`src/rtl/smart_living_pkg.sv`:
```
`default_nettype none
// ---- smart_living_pkg : shared climate states, mode constants, saturating math ----
// ---- Revision 1.0 ----
package smart_living_pkg;

  typedef enum logic [1:0] {
    IDLE    = 2'd0,
    HEATING = 2'd1,
    COOLING = 2'd2
  } climate_state_t;

  localparam logic AUTO_MODE   = 1'b0;
  localparam logic MANUAL_MODE = 1'b1;

  function automatic logic [31:0] sat_add(input logic [31:0] a, input logic [31:0] b,
                                          input logic [31:0] max);
    logic [32:0] s;
    s = {1'b0, a} + {1'b0, b};
    return (s > {1'b0, max}) ? max : s[31:0];
  endfunction

  function automatic logic [31:0] sat_sub(input logic [31:0] a, input logic [31:0] b);
    return (a < b) ? 32'd0 : (a - b);
  endfunction

endpackage
`default_nettype wire

```
`src/rtl/zone_climate_ctrl.sv`:
```
`default_nettype none
// ---- zone_climate_ctrl : one zone's occupancy hold, thermostat FSM and load mux ----
// ---- Revision 1.0 ----
module zone_climate_ctrl
  import smart_living_pkg::*;
#(
  parameter int TEMP_W         = 8,
  parameter int HYST           = 2,
  parameter int HOLD_CYCLES    = 1000,
  parameter int MIN_OFF_CYCLES = 200
) (
  input  logic              i_clk,
  input  logic              i_rst,
  input  logic              i_manual,
  input  logic              i_hazard,
  input  logic              i_force_idle,
  input  logic              i_motion,
  input  logic              i_door,
  input  logic [TEMP_W-1:0] i_temp,
  input  logic [TEMP_W-1:0] i_heat_sp,
  input  logic [TEMP_W-1:0] i_cool_sp,
  input  logic              i_man_light,
  input  logic              i_man_fan,
  input  logic              i_man_heat,
  input  logic              i_man_cool,
  output logic              o_light,
  output logic              o_fan,
  output logic              o_heat,
  output logic              o_cool
);

  localparam int OCC_W = $clog2(HOLD_CYCLES + 1);
  localparam int MIN_W = $clog2(MIN_OFF_CYCLES + 1);
  localparam logic [OCC_W-1:0]  c_HOLD = OCC_W'(HOLD_CYCLES);
  localparam logic [MIN_W-1:0]  c_MIN  = MIN_W'(MIN_OFF_CYCLES);
  localparam logic [TEMP_W-1:0] c_TMAX = '1;

  climate_state_t    r_state, w_state_n;
  logic [OCC_W-1:0]  r_occ, w_occ_n;
  logic [MIN_W-1:0]  r_minoff, w_minoff_n;
  logic              w_occupied_n;
  logic              w_light_n, w_fan_n, w_heat_n, w_cool_n;
  logic [TEMP_W-1:0] w_heat_on, w_cool_on;

  // Start thresholds sit HYST beyond the setpoints; stop thresholds are the setpoints.
  assign w_heat_on = TEMP_W'(sat_sub(32'(i_heat_sp), 32'(HYST)));
  assign w_cool_on = TEMP_W'(sat_add(32'(i_cool_sp), 32'(HYST), 32'(c_TMAX)));

  always_comb begin
    w_occ_n = r_occ;
    if (i_motion || i_door)     w_occ_n = c_HOLD;
    else if (r_occ != '0)       w_occ_n = r_occ - OCC_W'(1);
    w_occupied_n = (w_occ_n != '0);

    w_state_n  = r_state;
    w_minoff_n = r_minoff;
    if (i_force_idle) begin
      w_state_n  = IDLE;
      w_minoff_n = c_MIN;
    end else begin
      case (r_state)
        IDLE: begin
          if (r_minoff == '0 && i_temp < w_heat_on)      w_state_n = HEATING;
          else if (r_minoff == '0 && i_temp > w_cool_on) w_state_n = COOLING;
          else if (r_minoff != '0)                       w_minoff_n = r_minoff - MIN_W'(1);
        end
        HEATING: if (i_temp >= i_heat_sp) begin
          w_state_n  = IDLE;
          w_minoff_n = c_MIN;
        end
        COOLING: if (i_temp <= i_cool_sp) begin
          w_state_n  = IDLE;
          w_minoff_n = c_MIN;
        end
        default: begin
          w_state_n  = IDLE;
          w_minoff_n = c_MIN;
        end
      endcase
    end

    if (i_hazard) begin
      w_light_n = 1'b1;
      w_fan_n   = 1'b0;
      w_heat_n  = 1'b0;
      w_cool_n  = 1'b0;
    end else if (i_manual) begin
      w_light_n = i_man_light;
      w_fan_n   = i_man_fan;
      w_heat_n  = i_man_heat & ~i_man_cool;
      w_cool_n  = i_man_cool & ~i_man_heat;
    end else begin
      w_light_n = w_occupied_n;
      w_heat_n  = (w_state_n == HEATING);
      w_cool_n  = (w_state_n == COOLING);
      w_fan_n   = w_occupied_n | (w_state_n != IDLE);
    end
  end

  always_ff @(posedge i_clk) begin
    if (i_rst) begin
      r_state  <= IDLE;
      r_occ    <= '0;
      r_minoff <= c_MIN;
      o_light  <= 1'b0;
      o_fan    <= 1'b0;
      o_heat   <= 1'b0;
      o_cool   <= 1'b0;
    end else begin
      r_state  <= w_state_n;
      r_occ    <= w_occ_n;
      r_minoff <= w_minoff_n;
      o_light  <= w_light_n;
      o_fan    <= w_fan_n;
      o_heat   <= w_heat_n;
      o_cool   <= w_cool_n;
    end
  end

endmodule
`default_nettype wire

```
`src/rtl/smart_zone_controller.sv`:
```
`default_nettype none
// ---- smart_zone_controller : multi-zone climate/lighting with global hazard handling ----
// ---- Optional macro SMART_ALARM_LATCH_EN latches alarm until acknowledged. Revision 1.0 ----
module smart_zone_controller
  import smart_living_pkg::*;
#(
  parameter int NUM_ZONES      = 4,
  parameter int TEMP_W         = 8,
  parameter int HYST           = 2,
  parameter int HOLD_CYCLES    = 1000,
  parameter int MIN_OFF_CYCLES = 200
) (
  input  logic                        clock,
  input  logic                        reset,
  input  logic                        mode_select,
  input  logic [NUM_ZONES-1:0]        motion_sensor,
  input  logic [NUM_ZONES-1:0]        door_sensor,
  input  logic [NUM_ZONES*TEMP_W-1:0] zone_temp,
  input  logic [TEMP_W-1:0]           heat_setpoint,
  input  logic [TEMP_W-1:0]           cool_setpoint,
  input  logic                        smoke_sensor,
  input  logic                        gas_leak_sensor,
  input  logic                        alarm_ack,
  input  logic [NUM_ZONES-1:0]        manual_light_control,
  input  logic [NUM_ZONES-1:0]        manual_fan_control,
  input  logic [NUM_ZONES-1:0]        manual_heating_control,
  input  logic [NUM_ZONES-1:0]        manual_cooling_control,
  output logic [NUM_ZONES-1:0]        light_output,
  output logic [NUM_ZONES-1:0]        fan_output,
  output logic [NUM_ZONES-1:0]        heating_system_output,
  output logic [NUM_ZONES-1:0]        cooling_system_output,
  output logic                        alarm_output,
  output logic                        emergency_shutdown,
  output logic                        cfg_error
);

  localparam logic [TEMP_W-1:0] c_TMAX = '1;

  logic w_hazard, w_manual, w_cfg_err, w_force_idle;

  assign w_hazard     = smoke_sensor | gas_leak_sensor;
  assign w_manual     = (mode_select == MANUAL_MODE);
  assign w_cfg_err    = TEMP_W'(sat_add(32'(heat_setpoint), 32'(HYST), 32'(c_TMAX))) >= cool_setpoint;
  assign w_force_idle = w_hazard | w_manual | w_cfg_err;

  generate
    for (genvar z = 0; z < NUM_ZONES; z++) begin : g_zone
      zone_climate_ctrl #(
        .TEMP_W(TEMP_W), .HYST(HYST),
        .HOLD_CYCLES(HOLD_CYCLES), .MIN_OFF_CYCLES(MIN_OFF_CYCLES)
      ) u_zone (
        .i_clk(clock), .i_rst(reset),
        .i_manual(w_manual), .i_hazard(w_hazard), .i_force_idle(w_force_idle),
        .i_motion(motion_sensor[z]), .i_door(door_sensor[z]),
        .i_temp(zone_temp[z*TEMP_W +: TEMP_W]),
        .i_heat_sp(heat_setpoint), .i_cool_sp(cool_setpoint),
        .i_man_light(manual_light_control[z]), .i_man_fan(manual_fan_control[z]),
        .i_man_heat(manual_heating_control[z]), .i_man_cool(manual_cooling_control[z]),
        .o_light(light_output[z]), .o_fan(fan_output[z]),
        .o_heat(heating_system_output[z]), .o_cool(cooling_system_output[z])
      );
    end
  endgenerate

`ifdef SMART_ALARM_LATCH_EN
  logic w_alarm_n;
  // Ack only clears once the hazard is gone; during a hazard it is ignored.
  assign w_alarm_n = w_hazard ? 1'b1 : (alarm_ack ? 1'b0 : alarm_output);
`else
  logic w_alarm_n;
  logic w_unused_ack;
  assign w_unused_ack = alarm_ack;
  assign w_alarm_n    = w_hazard;
`endif

  always_ff @(posedge clock) begin
    if (reset) begin
      alarm_output       <= 1'b0;
      emergency_shutdown <= 1'b0;
      cfg_error          <= 1'b0;
    end else begin
      alarm_output       <= w_alarm_n;
      emergency_shutdown <= w_hazard;
      cfg_error          <= w_cfg_err;
    end
  end

endmodule
`default_nettype wire
```
`config.mk`:
```
export PLATFORM = sky130hd
export DESIGN_NAME = smart_zone_controller
export DESIGN_NICKNAME = d
export VERILOG_FILES = /design/src/rtl/smart_living_pkg.sv /design/src/rtl/zone_climate_ctrl.sv /design/src/rtl/smart_zone_controller.sv
export SDC_FILE = /design/constraint.sdc
export NUM_CORES = 1
export LEC_CHECK = 0
export CAP_MARGIN = 20
export CORE_MARGIN = 8
export CORE_UTILIZATION = 36
export DETAILED_ROUTE_END_ITERATION = 8
export PLACE_DENSITY = 0.63
export SYNTH_ARGS = -nofsm -noshare
export SYNTH_HDL_FRONTEND = slang
export SYNTH_SLANG_ARGS = --single-unit
```
`constraint.sdc`:
```
create_clock -name clock -period 6.15 [get_ports clock]
set_input_delay 1.5375 -clock clock [delete_from_list [all_inputs] [get_ports clock]]
set_output_delay 1.5375 -clock clock [all_outputs]
set_load 0.01 [all_outputs]
```
Word level (Yosys, flattened, before mapping) --
Index checks and enable logic that the tools add are counted. Widths: inputs -> output; s select.
Operators by class: add/sub/neg operators 11, $mul 0, div/mod/pow operators 0, $lt $le $gt $ge 20, eq/ne operators 36, shift operators 0, multiplexer cells 79, bitwise operators 23, reductions and logical operators 42
Operators by type and width (count):
- $mux 8 | 23
- $pmux 8 s3 | 4
- $mux 10 | 8
- $reduce_bool 10->1 | 8
- $ge 8x8->1 | 5
- $mux 2 | 20
- $sub 10x1->10 const B | 4
- $gt 8x8->1 | 4
- $le 8x8->1 | 4
- $logic_not 8->1 | 4
- $lt 8x8->1 | 4
- $reduce_bool 8->1 | 4
- $sub 8x1->8 const B | 4
- $ne 2x1->1 const B | 12
- $pmux 2 s3 | 4
- $mux 1 | 20
- $reduce_and 5->1 | 4
- $add 8x2->9 const B | 2
- $gt 9x8->1 const B | 2
- $eq 2x1->1 const B | 8
- $eq 2x2->1 const B | 8
- $ne 2x2->1 const B | 8
- $and 1x1->1 | 8
- $logic_and 1x1->1 | 8
- other kinds (8) | 31
Storage, ports and cells: bits in registers 98, bits in latches 0, bits in writable memories 0, bits in read-only memories 0, output and inout bits 19, memories 0

Logic depth before layout (Yosys ltp) --
Gate-level depths: netlist of run 1.
depth after elaboration 12, gate-level depth with buffers 18, gate-level depth less buffers 16

Cells and area by module --
Synthesis of run 1 repeated with hierarchy kept, for this count alone.
Unflattened totals: cells, all modules 1299, area, all modules 10010.9 sq um
By module, submodules not included:
- zone_climate_ctrl at g_zone[0].u_zone ... | instances 3, cells an instance 318, area each 2444.8 sq um, sequential area each 480.5 sq um
- zone_climate_ctrl at g_zone[1].u_zone | instances 1, cells an instance 285, area each 2218.4 sq um, sequential area each 480.5 sq um
- smart_zone_controller | instances 1, cells an instance 60, area each 457.9 sq um, sequential area each 40.0 sq um

Worst setup path after synthesis of run 1 --
No wires, ideal clock.
path kind input-to-reg, start input port heat_setpoint[4], end register g_zone[3].u_zone.r_minoff[3], library setup time 0.124 ns, arrival time 4.699 ns, data required time 6.026 ns, setup slack 1.327 ns, stages on the path 18, path buffers 2, cells stage by stage clkbuf_1 inv_1 xnor2_1 nor3_1 a31oi_1 nor3_1 a21oi_1 a31o_2 nand2_1 ha_1 a21o_1 a2111oi_0 o21ai_0 a2111oi_1 buf_2 o311ai_0 inv_1 o21ai_0
Between the ends: word-level cells in the longest chain between the ends 6, elaborated cells between the ends (all ways) 15, those cells by class 2 x add/sub; 5 x order compare; 2 x eq/ne; 2 x mux; 1 x bitwise; 3 x reduce/logical
RTL lines:
- start, declared | line smart_zone_controller.sv:19 | input logic [TEMP_W-1:0] heat_setpoint,
- $add 8x2->9, or another cell as far along | line smart_living_pkg.sv:18 | s = {1'b0, a} + {1'b0, b};
- $gt 9x8->1 or $mux 8 (tied branches) | line smart_living_pkg.sv:19, smart_living_pkg.sv:23
- $mux 8 or $lt 8x8->1 (tied branches) | line smart_living_pkg.sv:19, zone_climate_ctrl.sv:63
- $ge 8x8->1 or $logic_and 1x1->1 (tied branches) | line smart_zone_controller.sv:43, zone_climate_ctrl.sv:63
- $or 1x1->1 or $ne 2x2->1 (tied branches)
- $reduce_or 2->1 (no line) or $reduce_and 5->1 (tied branches)
- end signal, assigned | line zone_climate_ctrl.sv:104 | r_minoff <= c_MIN;
- end signal, assigned | line zone_climate_ctrl.sv:112 | r_minoff <= w_minoff_n;
- end, declared | line zone_climate_ctrl.sv:40 | logic [MIN_W-1:0] r_minoff, w_minoff_n;
Several ways; a longest one is shown, not always the timed one. A chain may end at the register's enable or synchronous reset.

Final worst setup path of run 1 --
start input port heat_setpoint[1], end register g_zone[0].u_zone.r_minoff[1]
Between the ends: word-level cells in the longest chain between the ends 6, elaborated cells between the ends (all ways) 15, those cells by class 2 x add/sub; 5 x order compare; 2 x eq/ne; 2 x mux; 1 x bitwise; 3 x reduce/logical
RTL lines (line):
- $add 8x2->9, or another cell as far along | smart_living_pkg.sv:18
- $gt 9x8->1 or $mux 8 (tied branches) | smart_living_pkg.sv:19, smart_living_pkg.sv:23
- $mux 8 or $lt 8x8->1 (tied branches) | smart_living_pkg.sv:19, zone_climate_ctrl.sv:63
- $ge 8x8->1 or $logic_and 1x1->1 (tied branches) | smart_zone_controller.sv:43, zone_climate_ctrl.sv:63
- $or 1x1->1 or $ne 2x2->1 (tied branches)
- $reduce_or 2->1 (no line) or $reduce_and 5->1 (tied branches)
- end signal, assigned | zone_climate_ctrl.sv:104
- end signal, assigned | zone_climate_ctrl.sv:112
- end, declared | zone_climate_ctrl.sv:40
Several ways; a longest one is shown, not always the timed one.

==> metrics.md, run 1 <==
| Metric | Value |
|---|---|
| Syn_nets | `1263` |
| Clock slew at reported path FFs | `0.07 ns` |
| Crit path capture type | `register` |
| Commonest non-fill, non-tap cell in the layout | `ha_1` |
| Fin cells | `1460` |
| Via count | `8150` |
| Antenna cells | `0` |
| CTS Buf Count | `9` |
| Rel. slew slack | `25.8%` |
| Area delta synth->final | `18.7%` |
| Simple-Gate Fraction of Synth Area | `25.0%` |
| Slew Viols, Final | `0` |
| Critical R2R Launch | `g_zone[0].u_zone.r_minoff[0]` |
| Synth Flop Type | `dfxtp_1` |
| TritonCTS clock tree | `done` |
| Sequential cell area | `1960 sq um` |
| Xor-xnor portion of the synthesized cell area | `4.72%` |
| Synth Area in Adders | `20.6%` |
| Number of synthesized register bits | `98` |
| Root Buffer | `clkbuf_16` |
| Worst path cell trace | `clkdlybuf4s50_1, nand2_1, xnor2_1, nor3_1, a31oi_1, nor3_1, a21oi_1, a31o_2, nand2_1, ha_1, a2111oi_0, o21ai_0, a2111oi_2, nand2_1, a221o_1, a211oi_1` |
| Fill count | `2418` |
| Placed Cells | `1444` |
| Vias in the first global route | `7360` |
| Port bufs | `95` |
| Commonest non-fill, non-tap cells in the layout | `141 x ha_1, 99 x nor2_1, 98 x dfxtp_1, 95 x clkdlybuf4s50_1, 63 x a21oi_1` |
| Clock period minus worst slack | `5.26 ns` |
| Post-Synthesis Cell Area | `8540 sq um` |
| Period utilization | `85.5%` |
| Synth warnings | `0` |
| Hold path start | `g_zone[1].u_zone.r_minoff[0]` |
| RSZ-0062 raised after global routing | `false` |
| Max frequency | `190 MHz` |
| Largest stage delay on the critical path | `0.61 ns` |
| Post-synthesis sequential area ratio | `23.0%` |
| Clk sinks | `98` |
| EDFF count, synth | `0` |
| Final Util | `43.4%` |
| Cts repair resizes | `0` |
| Power density cells | `166 nW/um^2` |
| Largest family of logic cells by synthesized area | `simple AND/OR/NAND/NOR gates` |
| CP Launch Type | `primary input` |
| Cell-internal power | `1.15 mW` |
| Critical path class | `in -> reg` |
| Top Ports | `97` |
| Clk_lat worst skew | `0.35 ns` |
| Data arrival, critical path | `5.52 ns` |
| Gpl congestion | `0.905` |
| WL final | `25500 um` |
| Pleak | `4.28 nW` |
| Residual DRC | `0` |
| Fin. Hold Viols | `0` |
| DPL Wire Length | `20100 um` |
| Compound-Gate Fraction of Synth Area | `20.0%` |
| Mapped Cells | `1044` |
| Setup crit start | `heat_setpoint[1]` |
| Clk buf depth | `2` |
| Psw | `534 uW` |
| Status | `complete, no violations` |
| First-pass GRT wire length | `40000 um` |
| First-pass iteration count of the detailed router | `5` |
| Final setup viols | `0` |
| Final TNS setup | `0 ns` |
| DR iter-0 viols | `596` |
| DR vias/cell | `5.58` |
| Die height | `170 um` |
| Post-cts hold buffer count | `0` |
| Synth Area per Inst | `8.18 sq um` |
| NumNets Final | `1355` |
| Combinational share of power | `28.0%` |
| Starting Density | `36.5%` |
| Clk_skew | `0.00732 ns` |
| Share of layout cells above drive strength 1 | `5.70%` |
| WL/cell | `17.4 um` |
| Most numerous cell on the critical path | `nand2_1` |
| Largest net degree at the start of global routing | `28` |
| Slew @ Worst Pin | `1.11 ns` |
| Postcts setup bufs | `0` |
| Cell variety after synth | `70` |
| Core area | `23400 sq um` |
| Clock share of power | `31.7%` |
| Initial antenna violation count | `0` |
| Die W | `170 um` |
| Switching Share | `31.7%` |
| VDD IR-drop max | `124 uV` |
| Number of max-cap violations | `0` |
| Area of the multi-input gates | `6130 sq um` |
| Worst path slowest cell | `clkdlybuf4s50_1` |
| Flop pwr share | `40.3%` |
| Row Count | `56` |
| Die Footprint | `28900 sq um` |
| ANT nets after route | `0` |
| Hold_ws | `0.495 ns` |
| Tot GR Track Use | `17.4%` |
| Critical path required time | `6.41 ns` |
| H-tree Lvls | `3` |
| Crit-path max FO | `8` |
| Overflow after GRT | `0` |
| HP Class | `reg -> reg` |
| Post-synth ARST share | `0%` |
| Mux cell area share after synthesis | `1.33%` |
## state kept, by name, summed over array words and instances, names as in the netlist, 4 cells and up
signal and cells:
g_zone.u_zone.r_occ 40, g_zone.u_zone.r_minoff 32, g_zone.u_zone.r_state 8, g_zone.u_zone.o_cool 4, g_zone.u_zone.o_fan 4, g_zone.u_zone.o_heat 4, g_zone.u_zone.o_light 4
## metrics by stage
| stage | worst slack, ns | power, mW | area [sq um] |
|---|---|---|---|
| after global placement | 0.664 | 1.15 | 9870 |
| final | 0.892 | 1.69 | 10100 |
| after CTS | 0.987 | 1.71 | 10100 |
| after detailed placement | 0.651 | 1.16 | 9870 |
| after floorplan | 1.33 | 0.987 | 8540 |
| after global routing | 0.630 | 1.79 | 10100 |
## logic make-up after synthesis
| group | Yosys count |
|---|---|
| and+or+nand+nor | 392 |
| AOI/OAI and AO/OA | 254 |
| adders and majority gates | 141 |
| buffers and inverters | 102 |
| DFF | 98 |
| xor gates and xnor gates | 46 |
| muxes | 11 |
## power groups by stage
stage / registers (mW) / logic (mW) / clock network [mW]
after floorplan: 0.689 / 0.298 / 0
after global placement: 0.693 / 0.460 / 0
after detailed placement: 0.693 / 0.467 / 0
after CTS: 0.679 / 0.471 / 0.556
after global routing: 0.683 / 0.528 / 0.584
final: 0.679 / 0.473 / 0.534
## routing by layer
layer / routed length (um) / up-vias / global-route usage (%) / part of all wire [%]
met5: 0 / - / 0 / 0
met3: 1970 / 46 / 3.80 / 7.7
met2: 10700 / 283 / 26.0 / 42
li1: - / 4075 / - / -
met1: 12100 / 3746 / 23.7 / 47
met4: 754 / 0 / 7.02 / 3.0
## area by class of cell
type	instances	share of cell area, %
Clock buffer	9	2.22
Inverter	62	2.29
Clock inverter	7	0.518
Sequential cell	98	19.3
Tap cell	319	3.93
Multi-Input combinational cell	844	60.4
Timing Repair Buffer	121	11.3
## worst paths after layout
| kind | endpoint | slack [ns] | cells past startpoint |
|---|---|---|---|
| max reg2reg | g_zone[0].u_zone.o_fan | 3.07 | 10 |
| max | g_zone[0].u_zone.r_minoff[1] | 0.89 | 16 |
| min reg2reg | g_zone[1].u_zone.r_minoff[0] | 0.50 | 2 |
| min | g_zone[1].u_zone.r_minoff[0] | 0.50 | 2 |
## synthesized netlist by cell type (all sizes together), types with 6 or more instances
master | number | area, sq um
ha | 141 | 1760
and3 | 9 | 56.3
o31ai | 13 | 97.6
clkbuf | 17 | 63.8
dfxtp | 98 | 1960
o21a | 14 | 105
nor3 | 41 | 205
nand2b | 20 | 125
nand3 | 33 | 165
inv | 61 | 229
mux2i | 8 | 80.1
buf | 23 | 163
xor2 | 7 | 61.3
a21oi | 63 | 315
nand4 | 17 | 106
or4 | 11 | 82.6
nor4 | 20 | 159
xnor2 | 39 | 342
o21ai | 37 | 185
a21o | 34 | 255
a221o | 6 | 60.1
nor2b | 25 | 156
nor2 | 99 | 372
nand2 | 50 | 188
a211oi | 16 | 120
or3 | 26 | 163
a31oi | 19 | 119
nor4b | 8 | 76.3
and4 | 9 | 78.8
a2111oi | 6 | 53.8
## critical path: cells and delay by family
family / cells / cell delay [ns]
AO/OA/AOI/OAI: 8 / 2.21
XOR/XNOR: 1 / 0.15
adder cells (fa/ha/maj): 1 / 0.24
buffers and inverters: 1 / 0.61
AND/OR/NAND/NOR: 5 / 0.78
(Power assumes the default switching activity.)
==> inputs of run 2 (changes only) <==
- CORE_MARGIN: 8 -> default
==> run 2 against run 1 <==
Against the previous run:
- sequential power about the same
- clock power increased by 5.1%
- setup slack got worse by 0.080 ns
- global-route usage increased by 3.7 points
- critical path depth unchanged
- largest cell class unchanged
- largest power group unchanged
- highest routed layer unchanged
==> metrics.md, run 2 (synthesis gave the netlist of run 1 again) <==
| Metric | Value |
|---|---|
| Slew @ Worst Pin | `0.878 ns (-0.227 ns)` |
| CTS Buf Count | `9 (unchanged)` |
| Post-cts hold buffer count | `0 (unchanged)` |
| Flop pwr share | `39.7% (-0.6 points)` |
| Cell-internal power | `1.19 mW (+3.3%)` |
| Root Buffer | `clkbuf_16` |
| CP Launch Type | `primary input` |
| Fin cells | `1458 (-0.14%)` |
| Period utilization | `86.8% (+1.3 points)` |
| Crit path capture type | `register` |
| Data arrival, critical path | `5.58 ns (+0.06 ns)` |
| Clock period minus worst slack | `5.34 ns (+0.0795 ns)` |
| Placed Cells | `1442 (-0.14%)` |
| Power density cells | `169 nW/um^2 (+1.6%)` |
| Vias in the first global route | `7599 (+3.2%)` |
| H-tree Lvls | `3 (unchanged)` |
| HP Class | `reg -> reg` |
| Slew Viols, Final | `0 (unchanged)` |
| Core area | `23400 sq um (unchanged)` |
| Fin. Hold Viols | `0 (unchanged)` |
| Top Ports | `97 (unchanged)` |
| Clk_lat worst skew | `0.35 ns (about the same)` |
| TritonCTS clock tree | `done` |
| First-pass GRT wire length | `40000 um (about the same)` |
| Status | `complete, no violations` |
| Clk_skew | `0.00884 ns (+0.00152 ns)` |
| Final Util | `43.3% (about the same)` |
| Largest net degree at the start of global routing | `21 (-25%)` |
| Gpl congestion | `0.926 (+2.3%)` |
| ANT nets after route | `0 (unchanged)` |
| Port bufs | `95 (unchanged)` |
| DPL Wire Length | `19600 um (-2.7%)` |
| Share of layout cells above drive strength 1 | `5.27% (-0.43 points)` |
| Residual DRC | `0 (unchanged)` |
| Via count | `8006 (-1.8%)` |
| Number of max-cap violations | `0 (unchanged)` |
| Psw | `522 uW (-2.3%)` |
| Largest regs | `g_zone.u_zone.r_occ x40, g_zone.u_zone.r_minoff x32, g_zone.u_zone.r_state x8` |
| Initial antenna violation count | `0 (unchanged)` |
| Fill count | `2441 (+0.95%)` |
| Antenna cells | `0 (unchanged)` |
| DR iter-0 viols | `496 (-17%)` |
| RSZ-0062 raised after global routing | `false` |
| Max frequency | `187 MHz (-1.5%)` |
| Final setup viols | `0 (unchanged)` |
| Critical path class | `in -> reg` |
| Die height | `156 um (-8.2%)` |
| Combinational share of power | `27.5% (-0.5 points)` |
| Postcts setup bufs | `0 (unchanged)` |
| WL/cell | `17.0 um (-2.5%)` |
| Pleak | `4.27 nW (-0.21%)` |
| Die Footprint | `24400 sq um (-16%)` |
| Commonest non-fill, non-tap cells in the layout | `141 x ha_1, 99 x nor2_1, 98 x dfxtp_1, 95 x clkdlybuf4s50_1, 63 x a21oi_1` |
| Tot GR Track Use | `21.1% (+3.7 points)` |
| First-pass iteration count of the detailed router | `5 (unchanged)` |
| DR vias/cell | `5.49 (-1.6%)` |
| Rel. slew slack | `41.2% (+15 points)` |
| Cts repair resizes | `0 (unchanged)` |
| Max FFs per register | `40 (unchanged)` |
| Clock slew at reported path FFs | `0.07 ns (about the same)` |
| Switching Share | `30.5% (-1.2 points)` |
| Hold_ws | `0.489 ns (-0.00579 ns)` |
| Die W | `156 um (-8.2%)` |
| Crit-path max FO | `8 (unchanged)` |
| Commonest non-fill, non-tap cell in the layout | `ha_1` |
| Overflow after GRT | `0 (unchanged)` |
| Critical path required time | `6.40 ns (about the same)` |
| Clock share of power | `32.8% (+1.1 points)` |
| Row Count | `56 (unchanged)` |
| WL final | `24800 um (-2.6%)` |
| Area delta synth->final | `18.7% (about the same)` |
| NumNets Final | `1353 (-0.15%)` |
| Final TNS setup | `0 ns (unchanged)` |
| VDD IR-drop max | `154 uV (+23%)` |
| Largest Register | `g_zone.u_zone.r_occ` |
| Starting Density | `36.5% (unchanged)` |
| Clk sinks | `98 (unchanged)` |
| Clk buf depth | `2 (unchanged)` |
## run 2: worst paths after layout
check             cells past startpoint  slack [ns]                            to                    startpoint
setup / recovery                     16        0.81  g_zone[0].u_zone.r_minoff[3]              heat_setpoint[1]
hold / removal                        2        0.49  g_zone[1].u_zone.r_minoff[0]  g_zone[1].u_zone.r_minoff[0]
setup reg to reg                      9        2.93        g_zone[0].u_zone.o_fan  g_zone[0].u_zone.r_minoff[0]
hold reg to reg                       2        0.49  g_zone[1].u_zone.r_minoff[0]  g_zone[1].u_zone.r_minoff[0]
## run 2: power by group through the flow
stage | Clock [mW] | Sequential [mW] | Combinational [mW]
after floorplan | 0 | 0.689 | 0.298
after global placement | 0 | 0.693 | 0.457
after detailed placement | 0 | 0.693 | 0.466
after CTS | 0.576 | 0.679 | 0.470
after global routing | 0.606 | 0.683 | 0.531
final | 0.561 | 0.680 | 0.471
## run 2: final cells by class
| type | instances | area, sq um | share of cell area, % |
|---|---|---|---|
| multi-input combinational | 844 | 6130 | 60.4 |
| sequential | 98 | 1960 | 19.3 |
| tap | 319 | 399 | 3.94 |
| clock inverter | 4 | 51.3 | 0.506 |
| timing repair buffer | 119 | 1130 | 11.2 |
| clock buffer | 12 | 236 | 2.33 |
| inverter | 62 | 233 | 2.29 |
## run 2: critical path, stage by stage
cell	delay, ns
clkdlybuf4s50_1	0.62
nand2_1	0.16
xnor2_1	0.15
nor3_1	0.14
a31oi_1	0.07
nor3_1	0.25
a21oi_1	0.15
a31o_2	0.25
nand2_1	0.06
ha_1	0.23
a2111oi_0	0.32
o21ai_0	0.32
a2111oi_2	0.42
nand2_1	0.28
a221o_1	0.44
nand2b_1	0.18
## run 2: through the flow
stage	instance area, sq um	setup slack [ns]	power (mW)
finish	10100	0.813	1.71
global route	10100	0.515	1.82
CTS	10100	0.867	1.72
detailed placement	9850	0.476	1.16
global placement	9850	0.526	1.15
floorplan	8540	1.33	0.987
## run 2: layer usage
metal	vias to the layer above	share of wire (%)	wire length [um]	GRT usage, %
li1	4067	-	-	-
met1	3668	47	11700	28.1
met2	226	44	10800	33.5
met3	45	6.2	1540	3.72
met4	0	3.0	737	8.12
met5	-	0	0	0
